`config.mk`:
```
export PLATFORM = sky130hd
export DESIGN_NAME = inference_sequencer
export DESIGN_NICKNAME = d
export VERILOG_FILES = /design/src/rtl/ctrl_pkg.sv /design/src/rtl/seq_delay_line.sv /design/src/rtl/inference_sequencer.sv
export SDC_FILE = /design/constraint.sdc
export NUM_CORES = 1
export LEC_CHECK = 0
export ABC_AREA = 1
export CAP_MARGIN = 25
export CORE_MARGIN = 2
export CORE_UTILIZATION = 40
export CTS_CLUSTER_SIZE = 28
export DETAILED_ROUTE_END_ITERATION = 10
export PLACE_DENSITY_LB_ADDON = 0.3
export SYNTH_ARGS = -nofsm -noshare
export SYNTH_HDL_FRONTEND = slang
export SYNTH_SLANG_ARGS = --single-unit
```
`constraint.sdc`:
```
create_clock -name clk -period 4.3 [get_ports clk]
set_input_delay 0.86 -clock clk [delete_from_list [all_inputs] [get_ports clk]]
set_output_delay 0.86 -clock clk [all_outputs]
set_load 0.005 [all_outputs]
```
`src/rtl/ctrl_pkg.sv`:
```
// ctrl_pkg: sequencer state encoding and layer_sel constants.
package ctrl_pkg;
  typedef enum logic [2:0] {IDLE, FETCH, DRAIN, WAIT_ACK, DONE} seq_state_t;
  localparam logic [1:0] LAYER_L1 = 2'd0;
  localparam logic [1:0] LAYER_L2 = 2'd1;
  localparam logic [1:0] LAYER_L3 = 2'd2;
endpackage

```
`src/rtl/seq_delay_line.sv`:
```
// seq_delay_line: fixed-depth shift register with synchronous active-low clear.
module seq_delay_line #(
  parameter int DEPTH = 1,
  parameter int WIDTH = 1
) (
  input  logic             clk,
  input  logic             rst,
  input  logic [WIDTH-1:0] d,
  output logic [WIDTH-1:0] q
);
  logic [WIDTH-1:0] pipe [DEPTH];
  always_ff @(posedge clk)
    if (!rst) for (int i = 0; i < DEPTH; i++) pipe[i] <= '0;
    else begin
      pipe[0] <= d;
      for (int i = 1; i < DEPTH; i++) pipe[i] <= pipe[i-1];
    end
  assign q = pipe[DEPTH-1];
endmodule

```
`src/rtl/inference_sequencer.sv`:
```
// inference_sequencer: walks weight/bias addresses for three layers; PERF_CNT_EN adds cycle_count.
module inference_sequencer
  import ctrl_pkg::*;
#(
  parameter int NUM_NEURONS_L1 = 1024,
  parameter int NUM_NEURONS_L2 = 64,
  parameter int NUM_NEURONS_L3 = 10,
  parameter int ADDR_WIDTH     = 10,
  parameter int MEM_LATENCY    = 1
) (
  input  logic                  clk,
  input  logic                  rst,
  input  logic                  start,
  input  logic                  stall,
  input  logic                  layer_ack,
  output logic [ADDR_WIDTH-1:0] mem_addr,
  output logic                  mem_ren,
  output logic [1:0]            layer_sel,
  output logic                  neuron_valid,
  output logic [ADDR_WIDTH-1:0] neuron_idx,
  output logic                  busy,
  output logic                  done
`ifdef PERF_CNT_EN
  ,
  output logic [31:0]           cycle_count
`endif
);
  localparam logic [ADDR_WIDTH-1:0] LAST_L1 = ADDR_WIDTH'(NUM_NEURONS_L1 - 1);
  localparam logic [ADDR_WIDTH-1:0] LAST_L2 = ADDR_WIDTH'(NUM_NEURONS_L2 - 1);
  localparam logic [ADDR_WIDTH-1:0] LAST_L3 = ADDR_WIDTH'(NUM_NEURONS_L3 - 1);
  seq_state_t            state;
  logic [2:0]            drain_cnt;
  logic [ADDR_WIDTH-1:0] last_addr;
  logic                  last_issue;
  logic [ADDR_WIDTH:0]   dly_q;
  always_comb
    last_addr = layer_sel == LAYER_L1 ? LAST_L1 : layer_sel == LAYER_L2 ? LAST_L2 : LAST_L3;
  assign mem_ren    = state == FETCH && !stall;
  assign last_issue = mem_ren && mem_addr == last_addr;
  assign busy       = state != IDLE;
  assign done       = state == DONE;
  always_ff @(posedge clk)
    if (!rst) begin
      state     <= IDLE;
      mem_addr  <= '0;
      layer_sel <= LAYER_L1;
      drain_cnt <= '0;
    end else begin
      case (state)
        IDLE:
          if (start) begin
            state     <= FETCH;
            mem_addr  <= '0;
            layer_sel <= LAYER_L1;
          end
        FETCH:
          if (mem_ren) begin
            mem_addr <= last_issue ? '0 : mem_addr + ADDR_WIDTH'(1);
            if (last_issue) begin
              state     <= DRAIN;
              drain_cnt <= '0;
            end
          end
        DRAIN: begin
          drain_cnt <= drain_cnt + 3'd1;
          if (drain_cnt == 3'(MEM_LATENCY - 1)) state <= WAIT_ACK;
        end
        WAIT_ACK:
          if (layer_ack) begin
            state     <= layer_sel == LAYER_L3 ? DONE : FETCH;
            layer_sel <= layer_sel == LAYER_L3 ? layer_sel : layer_sel + 2'd1;
            mem_addr  <= '0;
          end
        DONE: begin
          state     <= IDLE;
          layer_sel <= LAYER_L1;
        end
        default: state <= IDLE;
      endcase
    end
  // Reset clears the pipe so no stale read is reported after an abort.
  seq_delay_line #(.DEPTH(MEM_LATENCY), .WIDTH(ADDR_WIDTH + 1)) u_dly (
    .clk(clk),
    .rst(rst),
    .d  ({mem_ren, mem_addr}),
    .q  (dly_q)
  );
  assign neuron_valid = dly_q[ADDR_WIDTH];
  assign neuron_idx   = dly_q[ADDR_WIDTH-1:0];
`ifdef PERF_CNT_EN
  always_ff @(posedge clk)
    if (!rst) cycle_count <= '0;
    else if (state == IDLE && start) cycle_count <= '0;
    else if (busy && ~&cycle_count) cycle_count <= cycle_count + 32'd1;
`endif
endmodule

```
==> results.yml, run 1 <==
placement:
  gp_congestion: 0.8514
  io_buffers: 30
  dpl.hpwl_mm: 2.281
  place_ws_ns: 1.352
clock_network:
  insertion_delay_ns: 0.28
  clk_path_buf_depth: 2
  cts_root_buffer: "clkbuf_8"
  cts_tree: "built"
  clock_sinks: 29
  ctsHtreeMaxLevel: 2
  postCtsSetupBuffers: 0
  cts-resized-gates: 0
  path_clk_slew_ns: 0.06
  cts_buffers: 5
  hold_buffers: 0
yosys:
  synthAdderAreaFrac_pct: 5.051
  synth_nets: 232
  avgSynthCellArea_um2: 6.726
  ys.flop_type: "dfxtp_1"
  netlist_top_cells_area: "dfxtp_1 (39%), nand2_1 (15%), inv_1 (9.8%)"
  ys_types: 23
  async_flop_share_pct: 0
  syn-instance-count: 221
  yosysSeqAreaShare_pct: 39.06
  yosysTopAreaCellShare_pct: 39.06
  yosys_register_bits: 29
  synth_edf_count: 0
  synthXorXnorAreaFrac_pct: 0.5892
  yosys.area.top_type: "dfxtp_1"
  synth_top_family_by_area: "simple AND/OR/NAND/NOR gates"
  muxShareOfSynthArea_pct: 0
  synthesis.area_mm2: 0.001486
  synth_compound_area_share_pct: 7.071
  yosysWarnings: 0
  yosys.area_share.simple_pct: 36.36
  yosysMostFrequentCell: "nand2_1"
  ys_top_cells_by_count: "nand2_1 (60), inv_1 (39), dfxtp_1 (29), nor2_1 (24), nand3_1 (19)"
timing:
  fmax_mhz: 339.9
  worst_pin_slew_ns: 0.4689
  drv_slew: 0
  max_slew_margin_pct: 68.50
  fin_crit_sh_pct: 68.42
  finalSetupViolations: 0
  skew_ns: 0.007263
  tns_ns: 0
  period_needed_ns: 2.942
  rsz0062_at_grt: "false"
  fin_ws_ns: 1.358
  finalHoldViolations: 0
global_routing:
  antenna_found_initial: 0
  grt_pass1_wl_mm: 5.106
  grt_use_total_pct: 15.70
  globalRouteOverflowTotal: 0
  grt_max_degree: 19
  grt_pass1_vias: 1244
floorplanning:
  ios: 31
  start_util_pct: 41.22
  die_area_mm2: 0.004220
  rows: 22
  core_area_mm2: 0.003606
  die_h_um: 64.96
  die_w_um: 64.96
worst_setup_path:
  crit_family: "buffers and inverters"
  cp_cell_sequence: "clkdlybuf4s50_1 -> inv_1 -> nand3_1 -> inv_1 -> clkdlybuf4s50_1"
  critPathBufInv: 4
  slowest_stage: "clkdlybuf4s50_1"
  required_ns: 3.44
  setup.worst_path.start_class: "primary input"
  worst-path-max-fanout: 3
  cp-end-kind: "output pin"
  critPathMaxStageDelay_ns: 0.49
  critPathArrivalTime_ns: 2.08
  crit_type: "in -> out"
cells_and_area:
  num-nets-final: 267
  area_growth_pct: 29.29
  layout-drive-gt1-share_pct: 7.422
  utilization_pct: 53.30
  antenna_cells: 0
  fillerInstances: 375
detailed_routing:
  postRouteAntennaNets: 0
  drc: 0
  via_per_inst: 4.563
  drtIter0Drc: 31
  avgRoutedWirePerCell_um: 9.651
  num_vias: 1387
  dr.pass1.iters: 4
  wl_mm: 2.934
flow_run:
  cap_viol_max_count: 0
pwr:
  p_per_area_mw_per_mm2: 437.2
  ir_drop_mv: 0.2761
  p_leak_nw: 0.9218
outcome:
  outcome: "completed"
hold_path:
  hp-class: "reg -> reg"
==> cells in the final DEF, fill, tap and decap left out, drive strengths merged <==
master,count
a21oi,12
buf,1
clkbuf,7
clkdlybuf4s50,30
dfxtp,29
ha,6
inv,42
nand2,64
nand3,19
nand3b,1
nand4,5
nor2,27
nor3,4
o211ai,1
o21ai,6
o21bai,1
xor2,1
==> sequential cells by signal, indices dropped and copies added, names as in the netlist <==
signal,cells
u_dly.pipe,11
mem_addr,10
drain_cnt,3
state,3
layer_sel,2
==> path summary, 6_finish.rpt <==
kind / endpoint / depth (start not counted) / slack, ns / startpoint
worst max register to register: mem_addr[4] / 10 / 2.59 / layer_sel[0]
worst max-delay path: mem_ren / 5 / 1.36 / stall
worst min-delay path: u_dly.pipe[0][9] / 2 / 0.48 / mem_addr[9]
worst min register to register: u_dly.pipe[0][9] / 2 / 0.48 / mem_addr[9]
==> stage by stage <==
step / std cells / area, µm² / hold WS, ns / power [mW]
after global placement: 297 / 1836 / 0.4682 / 0.6270
after CTS: 304 / 1922 / 0.4860 / 0.8565
after global routing: 304 / 1922 / 0.5154 / 0.9160
after floorplan: 221 / 1486 / 0.4547 / 0.5485
after detailed placement: 297 / 1836 / 0.4772 / 0.6315
final: 304 / 1922 / 0.4803 / 0.8403
==> logic make-up (layout without fill, tap and decap cells) <==
| family | Yosys count | after routing |
|---|---|---|
| adder cells (fa/ha/maj) | 6 | 6 |
| buffers and inverters | 45 | 80 |
| flip-flops | 29 | 29 |
| AO/OA/AOI/OAI | 20 | 20 |
| XOR/XNOR | 1 | 1 |
| AND/OR/NAND/NOR | 120 | 120 |
==> report_power, final <==
part | total [mW] | switching, mW | internal [mW]
Clock | 0.218 | 0.0920 | 0.126
Sequential | 0.322 | 0.0275 | 0.294
Combinational | 0.300 | 0.182 | 0.118
==> worst register-to-register path, cell delays in order (launching register included) <==
cell     delay, ns
dfxtp_1       0.37
inv_1         0.09
ha_1          0.24
o21ai_0       0.15
nand2_1       0.06
nor2_1        0.08
nand3_1       0.12
nand2_1       0.16
nand2_1       0.10
nand2_2       0.14
nor2_1        0.07
==> area by class of cell <==
class	count	area [µm²]	share of cell area, %
Tap cell	48	60.06	3.125
Timing Repair Buffer	31	307.8	16.02
Sequential cell	29	580.6	30.21
Clock buffer	7	86.33	4.492
Multi-Input combinational cell	147	729.5	37.96
Inverter	42	157.7	8.203
==> routing by layer <==
metal | GRT usage [%] | part of all wire [%] | wire, µm | up-vias
met5 | 0 | 0 | 0 | -
met4 | 6.649 | 1.8 | 52 | 0
met3 | 5.208 | 5.4 | 157 | 7
met2 | 27.71 | 48 | 1409 | 31
met1 | 17.04 | 45 | 1314 | 599
li1 | - | - | - | 750
No activity file was read; power rests on OpenSTA's default activity.
==> run 2: changes to the inputs <==
Clock period 4.3 ns to 2.9 ns, I/O delays scaled along.
==> run 2 against run 1 <==
Against the previous run: sequential cell count is the same; non-clock buffer count grew 1; critical path depth is the same; cell count grew 0.33%; combinational power grew 50%; design area grew 0.39%; critical path type unchanged; largest cell class unchanged.
==> results.yml, run 2 (same netlist as run 1, synthesis figures left out) <==
detailed_routing:
  postRouteAntennaNets: 0
  drtIter0Drc: 35
  wl_mm: 2.934
  num_vias: 1398
  avgRoutedWirePerCell_um: 9.620
  dr.pass1.iters: 4
  via_per_inst: 4.584
  drc: 0
worst_setup_path:
  crit_start: "stall"
  crit_type: "in -> out"
  worst-path-max-fanout: 3
  required_ns: 2.32
  setup.worst_path.start_class: "primary input"
  worstRegToRegCells: 10
  critPathArrivalTime_ns: 1.80
  cp-end-kind: "output pin"
  r2r_start: "layer_sel[0]"
timing:
  skew_ns: 0.003412
  holdWs_ns: 0.4750
  fmax_mhz: 421.0
  finalSetupViolations: 0
  drv_slew: 0
  fin_crit_sh_pct: 81.90
  max_slew_margin_pct: 68.51
  rsz0062_at_grt: "false"
  tns_ns: 0
  period_needed_ns: 2.375
  worst_pin_slew_ns: 0.4688
  finalHoldViolations: 0
floorplanning:
  die_area_mm2: 0.004220
  die_w_um: 64.96
  rows: 22
  die_h_um: 64.96
  core_area_mm2: 0.003606
  ios: 31
  start_util_pct: 41.22
global_routing:
  grt_pass1_wl_mm: 4.981
  grt_use_total_pct: 15.33
  antenna_found_initial: 0
  grt_max_degree: 19
  globalRouteOverflowTotal: 0
  grt_pass1_vias: 1201
clock_network:
  cts-resized-gates: 0
  path_clk_slew_ns: 0.06
  postCtsSetupBuffers: 0
  clock_sinks: 29
  ctsHtreeMaxLevel: 2
  cts_tree: "built"
  clk_path_buf_depth: 2
  insertion_delay_ns: 0.27
  cts_buffers: 5
  cts_root_buffer: "clkbuf_8"
  hold_buffers: 0
hold_path:
  hold_depth: 2
  hold_start: "mem_addr[9]"
  hp-class: "reg -> reg"
cells_and_area:
  final_cell_mix: "nand2_1 (60), inv_1 (39), clkdlybuf4s50_1 (30)"
  num-nets-final: 268
  area_growth_pct: 29.80
  layout_commonest_cell: "nand2_1"
  regMostFlops: "u_dly.pipe"
  layout-drive-gt1-share_pct: 7.782
  fillerInstances: 362
  utilization_pct: 53.50
  stdcell_area_mm2: 0.001929
  top_regs: "u_dly.pipe x11, mem_addr x10"
  antenna_cells: 0
  largest_reg_flops: 11
pwr:
  p_per_area_mw_per_mm2: 649.2
  total_power_mw: 1.252
  ir_drop_mv: 0.3067
  p_leak_nw: 0.9266
placement:
  placed_area_mm2: 0.001843
  io_buffers: 30
  dpl.hpwl_mm: 2.292
  gp_congestion: 0.8757
flow_run:
  cap_viol_max_count: 0
outcome:
  outcome: "completed"
## run 2: changes by cell type in the layout (fill, tap and decap cells not counted)
cell,before,now
buf_4,1,2
## run 2: final cells by class
type                            count  area [µm²]  share of cell area, %
Timing Repair Buffer               32       315.3                  16.34
Sequential cell                    29       580.6                  30.09
Multi-Input combinational cell    147       729.5                  37.81
Clock buffer                        7       86.33                  4.475
Inverter                           42       157.7                  8.171
Tap cell                           48       60.06                  3.113
## run 2: through the flow
step / cells / worst slack [ns]
after global placement: 298 / 0.5278
final: 305 / 0.5248
after floorplan: 221 / 1.419
after detailed placement: 298 / 0.5190
after global routing: 305 / 0.4390
after CTS: 305 / 0.5174
## run 2: worst max-delay path: stages
cell and delay [ns]:
clkdlybuf4s50_1 0.43, inv_1 0.08, nand3_1 0.13, inv_1 0.08
clkdlybuf4s50_1 0.49
## run 2: layer usage
| layer | share of wire (%) | GRT usage (%) |
|---|---|---|
| met5 | 0 | 0 |
| met4 | 2.9 | 8.511 |
| met2 | 48 | 26.93 |
| met1 | 45 | 16.38 |
| met3 | 4.2 | 4.340 |
## run 2: power breakdown
part / leakage [nW] / internal [mW] / switching (mW)
Clock: 0.0443 / 0.188 / 0.139
Sequential: 0.235 / 0.436 / 0.0403
Combinational: 0.647 / 0.176 / 0.273
## run 2: final timing paths
path | to | slack [ns]
hold / removal | u_dly.pipe[0][9] | 0.48
setup reg to reg | mem_addr[2] | 1.20
setup / recovery | mem_ren | 0.52
hold reg to reg | u_dly.pipe[0][9] | 0.48
==> RTL edit 1 (config.mk and constraints of run 2) <==
Change the parameter `NUM_NEURONS_L3` from 10 to 7.
--- a/src/rtl/inference_sequencer.sv
+++ b/src/rtl/inference_sequencer.sv
@@ -5,5 +5,5 @@
   parameter int NUM_NEURONS_L1 = 1024,
   parameter int NUM_NEURONS_L2 = 64,
-  parameter int NUM_NEURONS_L3 = 10,
+  parameter int NUM_NEURONS_L3 = 7,
   parameter int ADDR_WIDTH     = 10,
   parameter int MEM_LATENCY    = 1
Check against the original RTL: no difference found for any inputs over 10 cycles, from zero or initial values and one cycle with rst low; that may be too few to reach the edited logic, so the function may still have changed.
==> RTL edit 1 against run 2 <==
- worst setup slack improved by 92 ps
- wire length is 2.0% higher
- area after synthesis rose by 1.5%
- design area rose by 1.2%
- combinational power increased by 42%
- worst hold slack better by 2.3 ps
- count of clock-buffer cells in the layout stayed put
- sequential cell count stayed put
- total power grew 20%
==> RTL edit 1: results (changes against run 2) <==
skew final 2.12 ps (was 3.41 ps); Filler cells 355 (was 362); vias per cell 4.58 (about the same); run status finished, final reports clean (unchanged); DP Area 1850 um^2 (was 1840 um^2); invs w/o clock 41 (was 42); Inst Count DP 287 (was 298); Slew @ Worst Pin 399 ps (was 469 ps); combinational logic power 0.639 mW (was 0.449 mW); Hold WS 477 ps (was 475 ps); Net Sw Frac 0.397 (was 0.361); Clock-cell share 0.0519 (was 0.0447); Layout Nets 257 (was 268); P_leak 0.904 nW (was 0.927 nW); Post-Synth XOR/XNOR Area 0.0232 (was 0.00589); Syn Nets 223 (was 232); DPL Wire Length 2290 um (about the same); Seq group 0.502 mW (was 0.477 mW); Hold EP u_dly.pipe[0][2]$_SDFF_PN0_ (was u_dly.pipe[0][9]$_SDFF_PN0_); post-synthesis sequential area ratio 0.385 (was 0.391); Area contributors post-synth dfxtp_1 38%, nand2_1 14%, inv_1 9.7% (was dfxtp_1 39%, nand2_1 15%, inv_1 9.8%); Routed WL 2990 um (was 2930 um); footprint of the multi-input gates 747 um^2 (was 729 um^2); routed vias 1352 (was 1398); Initial DRC Count 49 (was 35); routability cong. 0.827 (was 0.876); largest net degree at the start of global routing 12 (was 19)
## RTL edit 1: changes by cell type in the layout (fill, tap and decap cells not counted), moves of 3 or more
cell,delta
nand3_2,+4
nand2_1,-3
nor2_1,-8
nand4_1,-3
nand3_1,-11
nor2_4,+3
xor2_1,+3
## RTL edit 1: worst max-delay path by stage
stage,startpoint,endpoint,depth (start not counted)
5_1_grt,stall,mem_ren,3
6_report,stall,mem_ren,3
2_1_floorplan,layer_sel[0]$_SDFFE_PN0P_,state[0]$_SDFFE_PN0P_,12
3_5_place_dp,stall,mem_ren,3
3_3_place_gp,stall,mem_ren,3
4_1_cts,stall,mem_ren,3
## RTL edit 1: per-layer routing
layer	wire length, um	GRT usage	up-vias	part of all wire
li1	-	-	720	-
met1	1410	0.167	594	0.47
met2	1420	0.258	30	0.47
met3	117	0.0462	8	0.039
met4	52	0.0729	0	0.017
met5	0	0	-	0
## RTL edit 1: critical path: stages
cell	delay, ps
clkdlybuf4s50_1	460
nor2_2	160
clkdlybuf4s50_1	510
==> RTL edit 2 (flow settings as in run 2) <==
Without the edit above. The 5 states of `seq_state_t` get a one-hot encoding in 5 bits.
--- a/src/rtl/ctrl_pkg.sv
+++ b/src/rtl/ctrl_pkg.sv
@@ -1,5 +1,5 @@
 // ctrl_pkg: sequencer state encoding and layer_sel constants.
 package ctrl_pkg;
-  typedef enum logic [2:0] {IDLE, FETCH, DRAIN, WAIT_ACK, DONE} seq_state_t;
+  typedef enum logic [4:0] {IDLE = 5'b00001, FETCH = 5'b00010, DRAIN = 5'b00100, WAIT_ACK = 5'b01000, DONE = 5'b10000} seq_state_t;
   localparam logic [1:0] LAYER_L1 = 2'd0;
   localparam logic [1:0] LAYER_L2 = 2'd1;
Formal check against the unedited RTL: no difference found for any inputs over 10 cycles, from zero or initial values and one cycle with rst low; not proved beyond that.
==> RTL edit 2 against run 2 <==
- design area up 5.4%
- global-route usage increased by 2.4 points
- total power rose by 10%
- final cell count is 3.6% higher
- fmax up 1.7%
- sequential cell count up 2
- area after synthesis grew 7.3%
- clock power grew 14%
- worst setup slack improved by 41 ps
- worst hold slack improved by 24 ps
- combinational power up 16%
- wire length grew 17%
==> RTL edit 2: results (changes against run 2) <==
run status finished, final reports clean (unchanged); setup bufs post-CTS 0 (unchanged); worst path arrival time 1750 ps (was 1800 ps); Filler cells 383 (was 362); later-pin clock latency in the skew report 290 ps (was 270 ps); CP max FO 3 (unchanged); Hold Path Class flip-flop to flip-flop (unchanged); Routed WL 3420 um (was 2930 um); antenna violations before repair 0 (unchanged); fraction of registers with async set/reset 0 (unchanged); Worst setup startpoint stall (unchanged); met2 wire len 1530 um (was 1410 um); Initial DRC Count 93 (was 35); uppermost layer routed met4 (unchanged); Syn. warnings 0 (unchanged); hold_sp mem_addr[3]$_SDFFE_PN0P_ (was mem_addr[9]$_SDFFE_PN0P_); Largest stage delay, worst path 490 ps (about the same); clk buf depth 2 (unchanged); Worst-path clk slew 60 ps (about the same); setup TNS 0 ps (unchanged); VDD IR max 0.399 mV (was 0.307 mV); skew final 9.06 ps (was 3.41 ps); CTS Buf Count 5 (unchanged); P_leak 0.913 nW (was 0.927 nW); Layout Nets 278 (was 268); crit-path leading delay family buffers and inverters (unchanged); synth unique cells 24 (was 23); 1st-pass router iterations 4 (unchanged); H-Tree Level Count 2 (unchanged); largest registers u_dly.pipe x11, mem_addr x10, state x5 (was u_dly.pipe x11, mem_addr x10); Ant. Diodes 0 (unchanged); Syn Nets 245 (was 232); largest net degree at the start of global routing 21 (was 19); port bufs 30 (unchanged); top post-synthesis cells by count 58 x nand2_1, 39 x inv_1, 31 x dfxtp_1 (was 60 x nand2_1, 39 x inv_1, 29 x dfxtp_1); Worst path slowest cell clkdlybuf4s50_1 (unchanged); All-Layer GR Usage 0.177 (was 0.153); global-route wire length before repair 6070 um (was 4980 um); ys flop type dfxtp_1 (unchanged); DPL Wire Length 2560 um (was 2290 um); CTS resizes 0 (unchanged); DR WL met3 207 um (was 122 um); post-synthesis sequential area ratio 0.389 (was 0.391); r2r worst-path depth 12 (was 10); met1 WL 1630 um (was 1320 um); RR Startpoint layer_sel[0]$_SDFFE_PN0P_ (unchanged); Rel. slew slack 0.775 (was 0.685); register-to-register setup slack 960 ps (was 1200 ps); routability cong. 0.894 (was 0.876); vias per cell 4.85 (was 4.58); r2r endpoint mem_addr[3]$_SDFFE_PN0P_ (was mem_addr[2]$_SDFFE_PN0P_); vias in the first global route 1437 (was 1201); Area contributors post-synth dfxtp_1 39%, nand2_1 14%, inv_1 9.2% (was dfxtp_1 39%, nand2_1 15%, inv_1 9.8%); root buffer cell clkbuf_8 (unchanged); layout cells sized above 1 0.0672 (was 0.0778)
## RTL edit 2: worst register-to-register path, delay by kind of cell, from the launching register on
kind | cells | cell delay [ps]
AOI/OAI and AO/OA | 1 | 70
adders and majority gates | 1 | 270
and+or+nand+nor | 8 | 1000
buffers and inverters | 2 | 140
DFF | 1 | 360
## RTL edit 2: how the worst min path moves through the flow
stage | slack [ps] | end | cells past startpoint
finish | 500 | u_dly.pipe[0][3]$_SDFF_PN0_ | 2
global route | 520 | drain_cnt[1]$_SDFFE_PN0P_ | 2
CTS | 500 | u_dly.pipe[0][3]$_SDFF_PN0_ | 2
detailed placement | 490 | u_dly.pipe[0][3]$_SDFF_PN0_ | 2
global placement | 490 | u_dly.pipe[0][3]$_SDFF_PN0_ | 2
floorplan | 470 | u_dly.pipe[0][4]$_SDFF_PN0_ | 2
## RTL edit 2: cell type report
| cell class | instances | area share |
|---|---|---|
| Tap cell | 48 | 0.0295 |
| Timing Repair Buffer | 31 | 0.151 |
| Clock buffer | 8 | 0.0492 |
| Inverter | 40 | 0.0738 |
| Multi-Input combinational cell | 158 | 0.391 |
| Sequential cell | 31 | 0.305 |
## RTL edit 2: report_power, final
part | switching, mW | total [mW] | internal (mW)
Combinational | 0.350 | 0.519 | 0.169
Clock | 0.156 | 0.372 | 0.216
Sequential | 0.0314 | 0.487 | 0.456
## RTL edit 2: kinds of logic after synthesis
family	count (synthesis)	synth area share
xor+xnor	2	0.0110
fa+ha+maj	6	0.0471
flops	31	0.389
buf+inv	45	0.112
simple gates	122	0.345
compound gates	28	0.0957
## RTL edit 2: metrics by stage
stage               instance area [um^2]  worst slack, ps  hold WS, ps  cells
finish                              2030              566          499    316
global route                        2030              501          525    316
CTS                                 2030              558          498    316
detailed placement                  1930              558          489    308
global placement                    1930              583          489    308
floorplan                           1600             1300          470    234
## RTL edit 2: layer usage
| metal | track usage | vias to the layer above |
|---|---|---|
| li1 | - | 806 |
| met1 | 0.221 | 677 |
| met2 | 0.287 | 43 |
| met3 | 0.0500 | 7 |
| met4 | 0.0714 | 0 |
| met5 | 0 | - |
